## src/rtl/window_pkg.sv

```systemverilog
// Shared definitions for the windowing-stage frame sequencer:
// FSM encodings, default frame geometry and the symmetric coefficient fold.
package window_pkg;

  localparam int N_SAMPLES_DEFAULT = 2048;
  localparam int ADDR_W_DEFAULT    = 11;
  localparam int DATA_W            = 12;

  typedef enum logic [2:0] {
    ST_IDLE       = 3'd0,
    ST_WAIT_FRAME = 3'd1,
    ST_ISSUE      = 3'd2,
    ST_STALL      = 3'd3,
    ST_DRAIN      = 3'd4,
    ST_DONE       = 3'd5
  } state_t;

  // The window is symmetric, so the ROM stores only the first half.
  function automatic int fold_coef(input int idx, input int n);
    if (idx < (n / 32'sd2)) begin
      return idx;
    end else begin
      return n - 32'sd1 - idx;
    end
  endfunction

endpackage

```

## src/rtl/window_pipe_track.sv

```systemverilog
// Valid/pair-index delay line that mirrors the RAM -> multiplier -> buffer
// datapath and produces the downstream strobes and write address.
module window_pipe_track
  import window_pkg::*;
#(
  parameter int RD_LAT    = 2,
  parameter int TOTAL_LAT = 3,
  parameter int KW        = 10
) (
  input  logic          clk,
  input  logic          reset,
  input  logic          issue,
  input  logic [KW-1:0] issue_k,
  output logic          mult_en,
  output logic          wr_en,
  output logic          first,
  output logic [KW:0]   wr_addr,
  output logic          empty
);

  logic [TOTAL_LAT-1:0] vld_r;
  logic [KW-1:0]        k_r [TOTAL_LAT];

  // Shift valid bits and pair indices one stage per cycle; idle stages carry 0.
  always_ff @(posedge clk) begin
    if (reset) begin
      vld_r <= {TOTAL_LAT{1'b0}};
      for (int i = 0; i < TOTAL_LAT; i++) begin
        k_r[i] <= {KW{1'b0}};
      end
    end else begin
      vld_r  <= {vld_r[TOTAL_LAT-2:0], issue};
      k_r[0] <= issue ? issue_k : {KW{1'b0}};
      for (int i = 1; i < TOTAL_LAT; i++) begin
        k_r[i] <= k_r[i-1];
      end
    end
  end

  assign mult_en = vld_r[RD_LAT-1];
  assign wr_en   = vld_r[TOTAL_LAT-1];
  assign wr_addr = {k_r[TOTAL_LAT-1], 1'b0};
  assign first   = vld_r[TOTAL_LAT-1] && (k_r[TOTAL_LAT-1] == {KW{1'b0}});
  // Nothing is still ahead of the write stage, so the write now on wr_en is the last.
  assign empty   = ~|vld_r[TOTAL_LAT-2:0];

endmodule

```

## src/rtl/window_sequencer.sv

```systemverilog
// Frame controller for the windowing datapath: walks one frame of sample pairs
// through sample RAM, coefficient ROM/multiplier and the FFT input buffer.
module window_sequencer
  import window_pkg::*;
#(
  parameter int N_SAMPLES = N_SAMPLES_DEFAULT,
  parameter int ADDR_W    = ADDR_W_DEFAULT,
  parameter int RAM_LAT   = 2,
  parameter int MULT_LAT  = 1,
  parameter int ISSUE_GAP = 2
) (
  input  logic              clk,
  input  logic              reset,
  input  logic              start,
  input  logic              frame_ready,
  input  logic              out_ready,
  output logic              busy,
  output logic              done,
  output logic              next,
  output logic [2:0]        state,
  output logic              rd_en,
  output logic [ADDR_W-1:0] rd_addr_a,
  output logic [ADDR_W-1:0] rd_addr_b,
  output logic [ADDR_W-2:0] coef_addr_a,
  output logic [ADDR_W-2:0] coef_addr_b,
  output logic              mult_en,
  output logic              wr_en,
  output logic [ADDR_W-1:0] wr_addr
);

  localparam int KW    = ADDR_W - 1;
  localparam int GAP_W = 4;
  localparam logic [KW-1:0]    LAST_K     = KW'(N_SAMPLES / 32'sd2 - 32'sd1);
  localparam logic [GAP_W-1:0] GAP_RELOAD = GAP_W'(ISSUE_GAP - 32'sd1);

  state_t            state_r;
  state_t            state_s;
  logic [KW-1:0]     k_r;
  logic [GAP_W-1:0]  gap_r;
  logic              gap_zero_s;
  logic              issue_s;
  logic              last_issue_s;
  logic              pipe_empty_s;

  assign gap_zero_s   = (gap_r == {GAP_W{1'b0}});
  assign issue_s      = (state_r == ST_ISSUE) && gap_zero_s && out_ready;
  assign last_issue_s = issue_s && (k_r == LAST_K);

  // State register.
  always_ff @(posedge clk) begin
    if (reset) begin
      state_r <= ST_IDLE;
    end else begin
      state_r <= state_s;
    end
  end

  // Next-state logic; out_ready only matters at an issue slot.
  always_comb begin
    state_s = state_r;
    case (state_r)
      ST_IDLE: begin
        if (start) state_s = ST_WAIT_FRAME;
        else       state_s = ST_IDLE;
      end
      ST_WAIT_FRAME: begin
        if (frame_ready) state_s = ST_ISSUE;
        else             state_s = ST_WAIT_FRAME;
      end
      ST_ISSUE: begin
        if (gap_zero_s && !out_ready) state_s = ST_STALL;
        else if (last_issue_s)        state_s = ST_DRAIN;
        else                          state_s = ST_ISSUE;
      end
      ST_STALL: begin
        if (out_ready) state_s = ST_ISSUE;
        else           state_s = ST_STALL;
      end
      ST_DRAIN: begin
        if (pipe_empty_s) state_s = ST_DONE;
        else              state_s = ST_DRAIN;
      end
      ST_DONE: state_s = ST_IDLE;
      default: state_s = ST_IDLE;
    endcase
  end

  // Pair index and issue-gap counter; the gap is zero on every entry to ISSUE.
  always_ff @(posedge clk) begin
    if (reset) begin
      k_r   <= {KW{1'b0}};
      gap_r <= {GAP_W{1'b0}};
    end else begin
      if (state_r == ST_WAIT_FRAME) begin
        k_r <= {KW{1'b0}};
      end else if (issue_s) begin
        k_r <= k_r + {{(KW-1){1'b0}}, 1'b1};
      end
      if (state_r != ST_ISSUE) begin
        gap_r <= {GAP_W{1'b0}};
      end else if (issue_s) begin
        gap_r <= GAP_RELOAD;
      end else if (!gap_zero_s) begin
        gap_r <= gap_r - {{(GAP_W-1){1'b0}}, 1'b1};
      end
    end
  end

  // Read strobe and addresses, held at zero between issues.
  always_comb begin
    rd_en       = issue_s;
    rd_addr_a   = {ADDR_W{1'b0}};
    rd_addr_b   = {ADDR_W{1'b0}};
    coef_addr_a = {KW{1'b0}};
    coef_addr_b = {KW{1'b0}};
    if (issue_s) begin
      rd_addr_a   = {k_r, 1'b0};
      rd_addr_b   = {k_r, 1'b1};
      coef_addr_a = KW'(fold_coef(int'({k_r, 1'b0}), N_SAMPLES));
      coef_addr_b = KW'(fold_coef(int'({k_r, 1'b1}), N_SAMPLES));
    end else begin
      rd_addr_a   = {ADDR_W{1'b0}};
      rd_addr_b   = {ADDR_W{1'b0}};
      coef_addr_a = {KW{1'b0}};
      coef_addr_b = {KW{1'b0}};
    end
  end

  assign busy  = (state_r != ST_IDLE);
  assign done  = (state_r == ST_DONE);
  assign state = state_r;

  window_pipe_track #(
    .RD_LAT    (RAM_LAT),
    .TOTAL_LAT (RAM_LAT + MULT_LAT),
    .KW        (KW)
  ) u_pipe (
    .clk     (clk),
    .reset   (reset),
    .issue   (issue_s),
    .issue_k (k_r),
    .mult_en (mult_en),
    .wr_en   (wr_en),
    .first   (next),
    .wr_addr (wr_addr),
    .empty   (pipe_empty_s)
  );

endmodule

```

## config.mk

```make
export PLATFORM = sky130hd
export DESIGN_NAME = window_sequencer
export DESIGN_NICKNAME = d
export VERILOG_FILES = /design/src/rtl/window_pkg.sv /design/src/rtl/window_pipe_track.sv /design/src/rtl/window_sequencer.sv
export SDC_FILE = /design/constraint.sdc
export NUM_CORES = 1
export LEC_CHECK = 0
export CAP_MARGIN = 20
export CORE_MARGIN = 4
export CORE_UTILIZATION = 47
export CTS_CLUSTER_DIAMETER = 60
export DETAILED_ROUTE_END_ITERATION = 8
export PLACE_DENSITY = 0.77
export REMOVE_ABC_BUFFERS = 1
export SYNTH_ARGS = -nofsm -noshare
export SYNTH_HDL_FRONTEND = slang
export SYNTH_SLANG_ARGS = --single-unit
```

## constraint.sdc

```tcl
create_clock -name clk -period 1.9 [get_ports clk]
set_input_delay 0.19 -clock clk [delete_from_list [all_inputs] [get_ports clk]]
set_output_delay 0.19 -clock clk [all_outputs]
set_load 0.1 [all_outputs]
```

=== After elaboration in Yosys (flattened, before gate mapping) ===
Memory sizes are Yosys's and may differ from the RTL's.
Cells that the tools add are included.

* Add/subtract/negate cells: 4
* Order comparisons: 2
* Eq/ne operators: 8
* Multiplexer cells: 22
* Bitwise gates (word level): 3
* Reduce and logical (&&, ||, !) cells: 14

{| class="wikitable"
|+ Operator list
! kind !! count
|-
| two-way mux 10 bit || 8
|-
| < comparator 11 bit (second input constant) || 2
|-
| two-way mux 11 bit || 2
|-
| subtractor 10 bit (first input constant) || 2
|-
| case mux 3 bit (5 select lines) || 1
|-
| adder 10 x 1 -> 10 bit (second input constant) || 1
|-
| equality test 10 bit (second input constant) || 1
|-
| logical NOT 10 bit || 1
|-
| two-way mux 1 bit || 8
|-
| equality test 3 x 2 -> 1 bit (second input constant) || 2
|-
| equality test 3 bit (second input constant) || 2
|-
| two-way mux 3 bit || 2
|-
| OR reduction 2 bit || 3
|-
| logical AND 1 bit || 5
|-
| logical NOT 4 bit || 1
|-
| subtractor 4 x 1 -> 4 bit (second input constant) || 1
|-
| equality test 3 x 1 -> 1 bit (second input constant) || 1
|-
| logical NOT 3 bit || 1
|-
| inequality test 3 x 2 -> 1 bit (second input constant) || 1
|-
| bitwise OR 1 bit || 3
|-
| nonzero test 3 bit || 1
|-
| OR reduction 3 bit || 1
|-
| two-way mux 2 bit || 1
|-
| inequality test 2 x 1 -> 1 bit (second input constant) || 1
|-
| logical NOT 1 bit || 1
|}

* Bits in registers: 20
* Bits in writable memories: 30
* Bits of input ports: 5
* Output and inout port bits: 62
* Word-level logic and storage cells: 59
* Memories kept: 1

{| class="wikitable"
|+ Memory list
! name !! depth !! bits a word !! rd ports !! clocked after Yosys merged registers in !! write ports !! RTL line !! RTL
|-
| u_pipe.k_r || 3 || 10 || 3 || 0 || 3 || window_pipe_track.sv:22 || <nowiki>logic [KW-1:0] k_r [TOTAL_LAT];</nowiki>
|}

=== Longest topological paths before layout ===
Gate-level depths: netlist (run 1).

* Word-level depth: 7
* Mapped depth: 7
* Depth with buffers taken out: 7

=== Modules after synthesis ===
A second synthesis (run 1) with hierarchy kept.

* Cell total of the unflattened synthesis: 249
* Area total of the unflattened synthesis: 2318.5 um2

{| class="wikitable"
|+ By module, submodules not included
! module !! times used !! cells each !! area an instance (um2) !! seq. area each (um2)
|-
| window_sequencer || 1 || 163 || 1311.3 || 340.3
|-
| window_pipe_track || 1 || 86 || 1007.2 || 660.6
|}

=== Least setup slack after synthesis (run 1) ===
No wires, ideal clock.

* Path type: reg2out
* Start: reg u_pipe.vld_r[2]
* End: out next
* Arrival time: 4.125 ns
* Required time: 1.710 ns
* Path slack: -2.415 ns
* Stages on the path, launching flop included: 4
* Path buffers: 0
* Path through: dfxtp_1 -> nor4b_1 -> nand2_1 -> nor4_1

* Word-level cells in the longest chain between the ends: 1

{| class="wikitable"
|+ Ends and longest elaborated chain
! element !! RTL line !! RTL
|-
| start, declared || window_pipe_track.sv:21 || <nowiki>logic [TOTAL_LAT-1:0] vld_r;</nowiki>
|-
| start signal, assigned || window_pipe_track.sv:27 || <nowiki>vld_r <= {TOTAL_LAT{1'b0}};</nowiki>
|-
| start signal, assigned || window_pipe_track.sv:32 || <nowiki>vld_r <= {vld_r[TOTAL_LAT-2:0], issue};</nowiki>
|-
| logical AND 1 bit || window_pipe_track.sv:43 || <nowiki>assign first = vld_r[TOTAL_LAT-1] && (k_r[TOTAL_LAT-1] == {KW{1'b0}});</nowiki>
|-
| end, declared || window_sequencer.sv:19 || <nowiki>output logic next,</nowiki>
|}

No other way between the ends.

=== Worst setup path after layout (run 1) ===
* Start: reg state_r[2] (netlist: state[2])
* End: out rd_addr_a[6]

* Word-level cells in the longest chain between the ends: 4

{| class="wikitable"
|+ Ends and longest elaborated chain
! element !! RTL line !! RTL
|-
| start, declared || window_sequencer.sv:36 || <nowiki>state_t state_r;</nowiki>
|-
| start signal, assigned || window_sequencer.sv:54 || <nowiki>state_r <= state_s;</nowiki>
|-
| equality test 3 x 2 -> 1 bit || window_sequencer.sv:46 || <nowiki>assign issue_s = (state_r == ST_ISSUE) && gap_zero_s && out_ready;</nowiki>
|-
| logical AND 1 bit (2 in a row) || window_sequencer.sv:46 ||
|-
| two-way mux 11 bit || window_sequencer.sv:116 || <nowiki>if (issue_s) begin</nowiki>
|-
| end, declared || window_sequencer.sv:22 || <nowiki>output logic [ADDR_W-1:0] rd_addr_a,</nowiki>
|}

No other way between the ends.

==> impl_metrics.sql, run 1 <==
INSERT INTO impl_metrics (metric_group, metric, value, unit) VALUES
('floorplan', 'top_level_port_count', '67', ''),
('min_path', 'min_delay_path_depth', '1', ''),
('synthesis', 'netlist_top_cells_area', 'sky130_fd_sc_hd__dfxtp_1 44%, sky130_fd_sc_hd__buf_4 11%, sky130_fd_sc_hd__nor2b_1 6.1%, sky130_fd_sc_hd__xnor2_1 5.4%, sky130_fd_sc_hd__nor2_1 4.2%', ''),
('pwr', 'power_density_of_the_placed_cells', '585', 'nW/um2'),
('timing', 'fin_worst_skew', '0.00728', 'ns'),
('timing', 'clock.fmax', '505', 'MHz'),
('min_path', 'min_delay_worst_endpoint', 'u_pipe.k_r[0][28]', ''),
('synthesis', 'syn_area', '2250', 'um2'),
('cts', 'h-tree-depth', '2', ''),
('floorplan', 'site_rows', '24', ''),
('detailed_routing', 'drt_pass1_iterations', '4', ''),
('global_route', 'first_pass_grt_wire_length', '9340', 'um'),
('global_route', 'grt.overflow.total', '0', ''),
('timing', 'setup-tns-final', '-1.80', 'ns'),
('setup_path', 'worstRegToRegCells', '8', ''),
('timing', 'timing.final.crit_share', '104', '%'),
('setup_path', 'cp_slowest_cell', 'sky130_fd_sc_hd__nor4bb_4', ''),
('cts', 'clk_latency', '0.31', 'ns'),
('synthesis', 'synthMostInstantiatedCell', 'sky130_fd_sc_hd__dfxtp_1', ''),
('setup_path', 'crit_type', 'flip-flop to output pin', ''),
('timing', 'timing_max_transition_violations_final', '0', ''),
('global_route', 'grt_pass1_vias', '1897', ''),
('detailed_routing', 'drtAntennaViolNets', '0', ''),
('placed_design', 'pre_cts_slack', '-0.0756', 'ns'),
('pwr', 'power.leakage', '1.44', 'nW'),
('cells_and_area', 'fraction_of_final_layout_cells_with_drive_strength_greater_than_1', '46.0', '%'),
('timing', 'grt_setup_unrepaired', 'yes', ''),
('detailed_routing', 'drc', '0', ''),
('synthesis', 'synth_top_cell_by_area', 'sky130_fd_sc_hd__dfxtp_1', ''),
('setup_path', 'critical_path.startpoint', 'state[2]', ''),
('placed_design', 'routabilityCongestion', '0.768', ''),
('timing', 'final_critical_path_setup_slack', '-0.0786', 'ns'),
('synthesis', 'synth_sequential_area_ratio', '44.4', '%'),
('floorplan', 'die-height', '77.2', 'um'),
('detailed_routing', 'viasPerCell', '5.17', ''),
('synthesis', 'post_synth.cell_area_avg', '9.27', 'um2'),
('cells_and_area', 'stdcell_area', '3650', 'um2'),
('global_route', 'global_route.usage.total', '20.0', '%'),
('timing', 'finalCriticalPeriod', '1.98', 'ns'),
('cells_and_area', 'antenna_cells', '0', ''),
('synthesis', 'synth_seq_cells', '50', ''),
('global_route', 'grt_start_max_net_pins', '30', ''),
('setup_path', 'crit-reg2reg-launch', 'gap_r[1]', ''),
('setup_path', 'worstSetupEndpointType', 'output pin', ''),
('setup_path', 'critical_path_at', '1.79', 'ns'),
('min_path', 'hold_crit_start', 'u_pipe.k_r[0][18]', ''),
('cts', 'clkSlewWorstSetupHoldPaths', '0.09', 'ns'),
('setup_path', 'critical_path.top_delay_family', 'simple AND/OR/NAND/NOR gates', ''),
('timing', 'setup_viol_count_final', '32', ''),
('setup_path', 'critical_path.cell_chain', 'nor4bb_4, nand2_2, buf_12, nor2_4, buf_6, buf_12', ''),
('cts', 'cts_root_cell', 'sky130_fd_sc_hd__clkbuf_8', ''),
('setup_path', 'crit_required', '1.71', 'ns'),
('timing', 'report.final.hold_viol_count', '0', ''),
('outcome', 'outcome', 'finished with violations', ''),
('cts', 'cts_hold_buf', '0', ''),
('setup_path', 'worst_r2r_endpoint', 'k_r[7]', ''),
('synthesis', 'synth_warnings', '0', ''),
('cells_and_area', 'layout_overhead_on_the_synthesized_area', '61.9', '%'),
('cts', 'cts_buffer_depth', '2', ''),
('global_route', 'grt_antenna_before_repair', '0', ''),
('placed_design', 'post-dp-hpwl', '3720', 'um'),
('min_path', 'hold_path.class', 'flip-flop to flip-flop', ''),
('timing', 'worst_hold_slack', '0.441', 'ns'),
('outcome', 'violated_checks', 'setup timing', ''),
('synthesis', 'dominantRegCellSynth', 'sky130_fd_sc_hd__dfxtp_1', ''),
('setup_path', 'start_kind', 'flip-flop', ''),
('setup_path', 'ff2ff_setup_slack', '0.11', 'ns'),
('cts', 'numCtsBuffers', '5', ''),
('floorplan', 'die_area', '5970', 'um2'),
('placed_design', 'place_area', '3270', 'um2'),
('setup_path', 'critPathMaxFanout', '7', '');
==> where the power goes <==
group,internal [W],switching [W],leakage [nW]
Combinational,0.000111,0.000223,0.976
Sequential,0.00105,0.00000658,0.405
Clock,0.000387,0.000352,0.0542
Total,0.00155,0.000581,1.44
==> cell families (layout without fill, tap and decap cells) <==
group | after synthesis | in the layout | synth area share [%]
xor gates and xnor gates | 17 | 17 | 6.61
DFF | 50 | 50 | 44.4
adders and majority gates | 4 | 4 | 2.22
muxes | 1 | 1 | 0.500
and+or+nand+nor | 105 | 105 | 28.1
buffers and inverters | 51 | 107 | 14.3
AOI/OAI and AO/OA | 14 | 14 | 3.72
other | 1 | 2 | 0.166
==> layout make-up <==
class                           count  area (um2)
Tap cell                           52        65.1
Inverter                            5        21.3
Timing Repair Buffer               95        1370
Clock inverter                      2        38.8
Clock buffer                        5        68.8
Sequential cell                    50        1010
Multi-Input combinational cell    143        1080
Fill cell                         229         857
==> timing repair <==
action                     in CTS  in global routing
cloned                          2                  0
pin swaps                      10                  2
gates resized for setup        57                  7
setup endpoints to repair      43                 43
buffers inserted                7                  2
==> layer usage <==
metal,part of all wire (%),up-vias,track usage [%]
met1,38,887,21.1
met4,2.0,0,6.58
met5,0,-,0
li1,-,866,-
met2,54,57,37.6
met3,5.7,11,5.97
==> sequential cells by signal (all words and copies together) (netlist names) <==
signal / count
u_pipe.vld_r: 3
k_r: 10
state: 3
u_pipe.k_r: 30
gap_r: 4
==> worst max-delay path by stage <==
stage	endpoint	cells after the start	slack [ns]
2_1_floorplan	coef_addr_a[1]	3	-3.77
6_report	rd_addr_a[6]	6	-0.08
3_3_place_gp	coef_addr_b[9]	5	-0.04
3_5_place_dp	k_r[9]	6	-0.08
4_1_cts	coef_addr_a[3]	6	-0.06
5_1_grt	coef_addr_b[6]	6	-0.16
==> stage by stage <==
| step | total power (W) | util [%] | cells |
|---|---|---|---|
| after floorplan | 0.00127 | - | 198 |
| after global placement | 0.00139 | 72.7 | 335 |
| after detailed placement | 0.00139 | 72.7 | 335 |
| after CTS | 0.00213 | 80.0 | 350 |
| after global routing | 0.00220 | 81.0 | 352 |
| final | 0.00213 | 81.0 | 352 |
==> layout by cell type (no fill, tap or decap), drive strengths merged, types with 2 or more instances in the layout <==
master         count
clkbuf             6
and3              11
conb               2
nor4               4
xnor2             14
nor3               4
a21oi              5
and2              11
o21ai              4
buf               90
dfxtp             50
ha                 4
nand2              7
or3                3
nor2b             22
nand3              3
nand4              4
inv                5
a211oi             2
clkdlybuf4s50      3
nor2              26
xor2               3
nor3b              2
Note: power is estimated with default switching activity, not from simulation.
==> run 2, diff against run 1 <==
==> constraint.sdc (replaced) <==
create_clock -name clk -period 1.9 [get_ports clk]
set_input_delay 0.38 -clock clk [delete_from_list [all_inputs] [get_ports clk]]
set_output_delay 0.38 -clock clk [all_outputs]
set_load 0.1 [all_outputs]
==> run 2 against run 1 <==
Net effect:
- the flow still finishes with violations (setup timing)
- maximum frequency is 12% lower
- critical path depth is 2 higher
- worst hold slack hardly changed
- power is 1.5% lower
- non-clock buffer count is 5 higher
- flip-flop and latch count stayed put
- clock skew is 0.00068 ns higher
- core utilization is 2.8 points higher
- die area stayed put
- cell count is 1.7% higher
- sequential share of layout area is 0.97 points lower
- highest routed layer unchanged
==> impl_metrics.sql, run 2 (same netlist as run 1, synthesis figures left out) <==
INSERT INTO impl_metrics (metric_group, metric, value, unit) VALUES
('cells_and_area', 'reg_top3', 'u_pipe.k_r x30, k_r x10, gap_r x4', ''),
('timing', 'report.final.hold_viol_count', '0', ''),
('placed_design', 'routabilityCongestion', '0.759', ''),
('setup_path', 'crit_type', 'flip-flop to output pin', ''),
('placed_design', 'place_inst', '342', ''),
('cells_and_area', 'largest_register', 'u_pipe.k_r', ''),
('placed_design', 'pre_cts_slack', '-0.424', 'ns'),
('setup_path', 'crit-reg2reg-launch', 'state[2]', ''),
('detailed_routing', 'drc', '0', ''),
('timing', 'setup_viol_count_final', '43', ''),
('setup_path', 'critical_path.startpoint', 'gap_r[1]', ''),
('cts', 'h-tree-depth', '2', ''),
('timing', 'fin_worst_skew', '0.00796', 'ns'),
('setup_path', 'ff2ff_setup_slack', '-0.05', 'ns'),
('cells_and_area', 'layout.cells.most_common', 'sky130_fd_sc_hd__buf_12', ''),
('cts', 'cts_root_cell', 'sky130_fd_sc_hd__clkbuf_8', ''),
('setup_path', 'critPathMaxFanout', '6', ''),
('outcome', 'outcome', 'finished with violations', ''),
('cts', 'clk_latency', '0.32', 'ns'),
('cells_and_area', 'antenna_cells', '0', ''),
('cells_and_area', 'multiInputGateArea', '1150', 'um2'),
('floorplan', 'floorplan.initialDensity', '50.0', '%'),
('setup_path', 'worstSetupEndpointType', 'output pin', ''),
('min_path', 'hold_path.class', 'flip-flop to flip-flop', ''),
('detailed_routing', 'detailedRoute.firstIterationViolations', '104', ''),
('timing', 'timing.final.crit_share', '119', '%'),
('detailed_routing', 'wl_per_cell', '18.4', 'um'),
('global_route', 'grt_pass1_vias', '2028', ''),
('timing', 'finalCriticalPeriod', '2.26', 'ns'),
('setup_path', 'start_kind', 'flip-flop', ''),
('cells_and_area', 'fraction_of_final_layout_cells_with_drive_strength_greater_than_1', '48.7', '%'),
('detailed_routing', 'wirelength', '6580', 'um'),
('timing', 'clock.fmax', '442', 'MHz'),
('cells_and_area', 'num-nets-final', '314', ''),
('cells_and_area', 'layout.cells.non_filler', '358', ''),
('setup_path', 'worst_r2r_endpoint', 'k_r[6]', ''),
('floorplan', 'top_level_port_count', '67', ''),
('placed_design', 'post-dp-hpwl', '3810', 'um'),
('timing', 'worst_hold_slack', '0.441', 'ns'),
('cts', 'cts_tree', 'yes', ''),
('setup_path', 'critical_path_at', '1.88', 'ns'),
('timing', 'slew_headroom', '63.6', '%'),
('timing', 'final_critical_path_setup_slack', '-0.360', 'ns'),
('floorplan', 'die_area', '5970', 'um2'),
('cts', 'cts_hold_buf', '0', ''),
('floorplan', 'core_area', '4500', 'um2'),
('placed_design', 'port-buffer-count', '64', ''),
('detailed_routing', 'drt_pass1_iterations', '4', ''),
('timing', 'setup-tns-final', '-12.33', 'ns'),
('setup_path', 'crit_path_end', 'rd_addr_b[6]', ''),
('floorplan', 'die-height', '77.2', 'um'),
('setup_path', 'crit_required', '1.52', 'ns'),
('cts', 'clkSlewWorstSetupHoldPaths', '0.09', 'ns'),
('job', 'max_cap_viol_count', '0', ''),
('global_route', 'grt_start_max_net_pins', '30', ''),
('timing', 'max_slew.worst_pin.slew', '0.541', 'ns'),
('setup_path', 'worstRegToRegCells', '6', ''),
('cells_and_area', 'layout_overhead_on_the_synthesized_area', '67.5', '%'),
('pwr', 'power_density_of_the_placed_cells', '557', 'nW/um2'),
('detailed_routing', 'viasPerCell', '5.34', ''),
('cells_and_area', 'layout.filler_cells', '218', ''),
('detailed_routing', 'drtAntennaViolNets', '0', ''),
('global_route', 'first_pass_grt_wire_length', '10200', 'um'),
('cells_and_area', 'largest_reg_flops', '30', ''),
('outcome', 'violated_checks', 'setup timing', ''),
('cells_and_area', 'mostFrequentLayoutCells', '50 x sky130_fd_sc_hd__buf_12, 46 x sky130_fd_sc_hd__dfxtp_1, 34 x sky130_fd_sc_hd__buf_4', ''),
('timing', 'timing_max_transition_violations_final', '0', ''),
('cts', 'numCtsBuffers', '5', ''),
('floorplan', 'site_rows', '24', ''),
('pwr', 'power.leakage', '1.46', 'nW'),
('cts', 'cts.sink_count', '50', ''),
('cells_and_area', 'post-route-util', '83.8', '%'),
('global_route', 'grt_antenna_before_repair', '0', ''),
('cts', 'cts_buffer_depth', '2', ''),
('global_route', 'global_route.usage.total', '22.0', '%'),
('detailed_routing', 'via_count', '1913', ''),
('global_route', 'grt.overflow.total', '0', ''),
('cells_and_area', 'register_area', '1010', 'um2'),
('floorplan', 'floorplan_die_width', '77.2', 'um'),
('pwr', 'worst_case_vdd_ir_drop', '556', 'uV'),
('timing', 'grt_setup_unrepaired', 'yes', '');
==> run 2: how the worst min path moves through the flow <==
stage                                  from                 to  depth (start not counted)
after floorplan            u_pipe.k_r[0][0]  u_pipe.k_r[0][10]                          1
after global placement     u_pipe.k_r[0][1]  u_pipe.k_r[0][11]                          1
after detailed placement  u_pipe.k_r[0][14]  u_pipe.k_r[0][24]                          1
after CTS                 u_pipe.k_r[0][14]  u_pipe.k_r[0][24]                          1
after global routing      u_pipe.k_r[0][11]  u_pipe.k_r[0][21]                          1
final                     u_pipe.k_r[0][11]  u_pipe.k_r[0][21]                          1
==> run 2: through the flow <==
step | area (um2) | total power, W
after floorplan | 1950 | 0.00127
after global placement | 3340 | 0.00140
after detailed placement | 3340 | 0.00141
after CTS | 3720 | 0.00207
after global routing | 3770 | 0.00217
final | 3770 | 0.00210
==> run 2: where the power goes <==
part	switching (W)	internal (W)	total (W)	leakage, nW
Combinational	0.000232	0.000131	0.000363	1.00
Clock	0.000375	0.000300	0.000676	0.0514
Sequential	0.00000725	0.00106	0.00106	0.405
==> run 2: metal layers <==
layer  up-vias  track usage [%]  share of wire, %
li1        879                -                 -
met1       920             22.9                36
met2        94             40.3                54
met3        20             6.09               6.2
met4         0             10.5               3.5
met5         -                0                 0
==> run 2: cell type report <==
type	instances	area share [%]
well taps	52	1.72
multi-input cells	143	30.5
flip-flops and latches	50	26.6
repair buffers	100	37.9
inverters	5	0.630
clock inverters	2	0.464
clock buffers	6	2.19
==> run 2: repair_timing <==
action / 4_1_cts / 5_1_grt
cloned: 1 / 0
pin swaps: 13 / 2
endpoints found under the setup margin: 44 / 55
setup buffers: 8 / 3
gates resized for setup: 64 / 17
==> run 2: worst max-delay path, stage by stage (launching register included) <==
cell                      delay, ns
sky130_fd_sc_hd__dfxtp_2       0.33
sky130_fd_sc_hd__inv_2         0.07
sky130_fd_sc_hd__ha_4          0.13
sky130_fd_sc_hd__nor3b_4       0.29
sky130_fd_sc_hd__nand2_2       0.16
sky130_fd_sc_hd__buf_6         0.18
sky130_fd_sc_hd__nor2_2        0.10
sky130_fd_sc_hd__buf_6         0.13
sky130_fd_sc_hd__buf_12        0.17
==> run 3, diff against run 2 <==
--- a/config.mk
+++ b/config.mk
@@ -7,10 +7,10 @@
 export LEC_CHECK = 0
 export CAP_MARGIN = 20
 export CORE_MARGIN = 4
-export CORE_UTILIZATION = 47
+export CORE_UTILIZATION = 44
 export CTS_CLUSTER_DIAMETER = 60
 export DETAILED_ROUTE_END_ITERATION = 8
-export PLACE_DENSITY = 0.77
+export PLACE_DENSITY = 0.72
 export REMOVE_ABC_BUFFERS = 1
 export SYNTH_ARGS = -nofsm -noshare
 export SYNTH_HDL_FRONTEND = slang
==> run 3 against run 2 <==
Net effect:
- the run still ends with setup timing left
- worst setup slack better by 0.089 ns
- non-clock buffer count is 1 higher
- clock-buffer cell count shrank 1
- clock power decreased by 12%
- register-to-register slack better by 0.11 ns
- sequential share of layout area is 0.22 points higher
- maximum frequency increased by 4.1%
- global-route usage fell by 4.1 points
- clock skew down 0.0030 ns
==> impl_metrics.sql, run 3 (same netlist as run 1, synthesis figures left out) <==
INSERT INTO impl_metrics (metric_group, metric, value, unit) VALUES
('detailed_routing', 'wl_per_cell', '14.3', 'um'),
('pwr', 'worst_case_vdd_ir_drop', '355', 'uV'),
('detailed_routing', 'viasPerCell', '4.74', ''),
('cts', 'cts.sink_count', '50', ''),
('setup_path', 'worstSetupEndpointType', 'output pin', ''),
('placed_design', 'port-buffer-count', '64', ''),
('global_route', 'grt_start_max_net_pins', '30', ''),
('cells_and_area', 'largest_register', 'u_pipe.k_r', ''),
('cts', 'numCtsBuffers', '5', ''),
('setup_path', 'critical_path_at', '1.79', 'ns'),
('setup_path', 'critPathMaxFanout', '6', ''),
('floorplan', 'core_area', '4850', 'um2'),
('timing', 'report.final.hold_viol_count', '0', ''),
('setup_path', 'crit-reg2reg-launch', 'gap_r[1]', ''),
('setup_path', 'crit_path_end', 'coef_addr_b[0]', ''),
('timing', 'timing.final.crit_share', '114', '%'),
('setup_path', 'ff2ff_setup_slack', '0.06', 'ns'),
('global_route', 'grt.overflow.total', '0', ''),
('timing', 'finalCriticalPeriod', '2.17', 'ns'),
('detailed_routing', 'detailedRoute.firstIterationViolations', '72', ''),
('global_route', 'grt_pass1_vias', '1759', ''),
('placed_design', 'post-dp-hpwl', '3580', 'um'),
('cells_and_area', 'reg_top3', 'u_pipe.k_r x30, k_r x10, gap_r x4', ''),
('floorplan', 'die_area', '6330', 'um2'),
('detailed_routing', 'via_count', '1769', ''),
('detailed_routing', 'drc', '0', ''),
('timing', 'grt_setup_unrepaired', 'yes', ''),
('timing', 'final_critical_path_setup_slack', '-0.271', 'ns'),
('cells_and_area', 'post-route-util', '77.2', '%'),
('floorplan', 'floorplan.initialDensity', '46.5', '%'),
('cells_and_area', 'fraction_of_final_layout_cells_with_drive_strength_greater_than_1', '48.0', '%'),
('placed_design', 'routabilityCongestion', '0.738', ''),
('cells_and_area', 'largest_reg_flops', '30', ''),
('global_route', 'global_route.usage.total', '17.9', '%'),
('cells_and_area', 'layout_overhead_on_the_synthesized_area', '66.1', '%'),
('cts', 'clkSlewWorstSetupHoldPaths', '0.09', 'ns'),
('setup_path', 'worst_r2r_endpoint', 'k_r[9]', ''),
('setup_path', 'worstRegToRegCells', '8', ''),
('cts', 'h-tree-depth', '2', ''),
('setup_path', 'crit_required', '1.52', 'ns'),
('placed_design', 'place_inst', '357', ''),
('setup_path', 'critical_path.startpoint', 'gap_r[1]', ''),
('pwr', 'power.leakage', '1.47', 'nW'),
('cells_and_area', 'layout.cells.non_filler', '373', ''),
('cts', 'clk_latency', '0.30', 'ns'),
('timing', 'fin_worst_skew', '0.00493', 'ns'),
('floorplan', 'floorplan_die_width', '79.6', 'um'),
('floorplan', 'die-height', '79.6', 'um'),
('global_route', 'first_pass_grt_wire_length', '8530', 'um'),
('cells_and_area', 'num-nets-final', '315', ''),
('timing', 'clock.fmax', '461', 'MHz'),
('setup_path', 'crit_type', 'flip-flop to output pin', ''),
('cts', 'cts_tree', 'yes', ''),
('outcome', 'violated_checks', 'setup timing', ''),
('detailed_routing', 'drtAntennaViolNets', '0', ''),
('outcome', 'outcome', 'finished with violations', ''),
('job', 'max_cap_viol_count', '0', ''),
('floorplan', 'top_level_port_count', '67', ''),
('setup_path', 'start_kind', 'flip-flop', ''),
('timing', 'setup_viol_count_final', '43', ''),
('cells_and_area', 'layout.cells.most_common', 'sky130_fd_sc_hd__buf_12', ''),
('pwr', 'power_density_of_the_placed_cells', '535', 'nW/um2'),
('floorplan', 'site_rows', '25', ''),
('cells_and_area', 'mostFrequentLayoutCells', '50 x sky130_fd_sc_hd__buf_12, 46 x sky130_fd_sc_hd__dfxtp_1, 35 x sky130_fd_sc_hd__buf_4', ''),
('global_route', 'grt_antenna_before_repair', '0', ''),
('cts', 'cts_root_cell', 'sky130_fd_sc_hd__clkbuf_8', ''),
('timing', 'timing_max_transition_violations_final', '0', ''),
('min_path', 'hold_path.class', 'flip-flop to flip-flop', ''),
('placed_design', 'pre_cts_slack', '-0.488', 'ns'),
('detailed_routing', 'wirelength', '5330', 'um'),
('detailed_routing', 'drt_pass1_iterations', '4', ''),
('cts', 'cts_hold_buf', '0', ''),
('cts', 'cts_buffer_depth', '2', ''),
('cells_and_area', 'antenna_cells', '0', '');
## run 3: cell count changes in the layout (fill, tap and decap cells not counted), moves of 2 or more
cell                         before  now
sky130_fd_sc_hd__clkinvlp_4       0    2
sky130_fd_sc_hd__and3_4          10    2
sky130_fd_sc_hd__and3_2           0    7
sky130_fd_sc_hd__clkinv_4         2    0
## run 3: power breakdown
| part | internal [W] | switching [W] | leakage (nW) |
|---|---|---|---|
| registers | 0.00106 | 0.00000637 | 0.405 |
| logic | 0.000129 | 0.000220 | 1.02 |
| clock network | 0.000252 | 0.000341 | 0.0362 |
## run 3: routing by layer
metal | part of all wire (%) | global-route usage, % | vias to the layer above | wire length (um)
met3 | 5.9 | 4.06 | 9 | 316
met5 | 0 | 0 | - | 0
met1 | 37 | 19.5 | 824 | 1980
met4 | 1.8 | 7.22 | 0 | 96
li1 | - | - | 877 | -
met2 | 55 | 33.0 | 59 | 2940
## run 3: worst min-delay path by stage
stage	cells after the start	slack [ns]	end	startpoint
floorplan	1	0.41	u_pipe.k_r[0][10]	u_pipe.k_r[0][0]
global placement	1	0.42	u_pipe.k_r[0][10]	u_pipe.k_r[0][0]
detailed placement	1	0.42	u_pipe.k_r[0][17]	u_pipe.k_r[0][7]
CTS	1	0.44	u_pipe.k_r[0][17]	u_pipe.k_r[0][7]
global route	1	0.45	u_pipe.k_r[0][14]	u_pipe.k_r[0][4]
finish	1	0.44	u_pipe.k_r[0][17]	u_pipe.k_r[0][7]
## run 3: layout make-up
cell class | count | area (um2)
well taps | 67 | 83.8
flip-flops and latches | 50 | 1010
inverters | 5 | 26.3
clock inverters | 2 | 15.0
repair buffers | 101 | 1440
fillers | 304 | 1100
clock buffers | 5 | 68.8
multi-input cells | 143 | 1100
## run 3: critical path, cell delays in order, from the launching register on
cell and delay [ns]:
sky130_fd_sc_hd__dfxtp_2 0.34, sky130_fd_sc_hd__inv_2 0.08, sky130_fd_sc_hd__ha_4 0.14, sky130_fd_sc_hd__nor3b_4 0.23, sky130_fd_sc_hd__nand2_2 0.13, sky130_fd_sc_hd__buf_6 0.18
sky130_fd_sc_hd__nor2_1 0.19, sky130_fd_sc_hd__buf_12 0.21
## run 3: stage by stage
stage | instance area (um2) | total power (W) | TNS [ns] | hold WS [ns]
2_1_floorplan | 1950 | 0.00127 | -161.16 | 0.414
3_3_place_gp | 3360 | 0.00140 | -20.65 | 0.417
3_5_place_dp | 3360 | 0.00140 | -21.64 | 0.420
4_1_cts | 3710 | 0.00202 | -7.93 | 0.440
5_1_grt | 3740 | 0.00210 | -13.28 | 0.446
6_report | 3740 | 0.00200 | -9.66 | 0.435
## run 3: timing repair
action / in CTS / in global routing
setup endpoints to repair: 46 / 47
buffers inserted: 8 / 1
gates cloned: 1 / 0
pin swaps: 12 / 5
resized for setup: 62 / 6
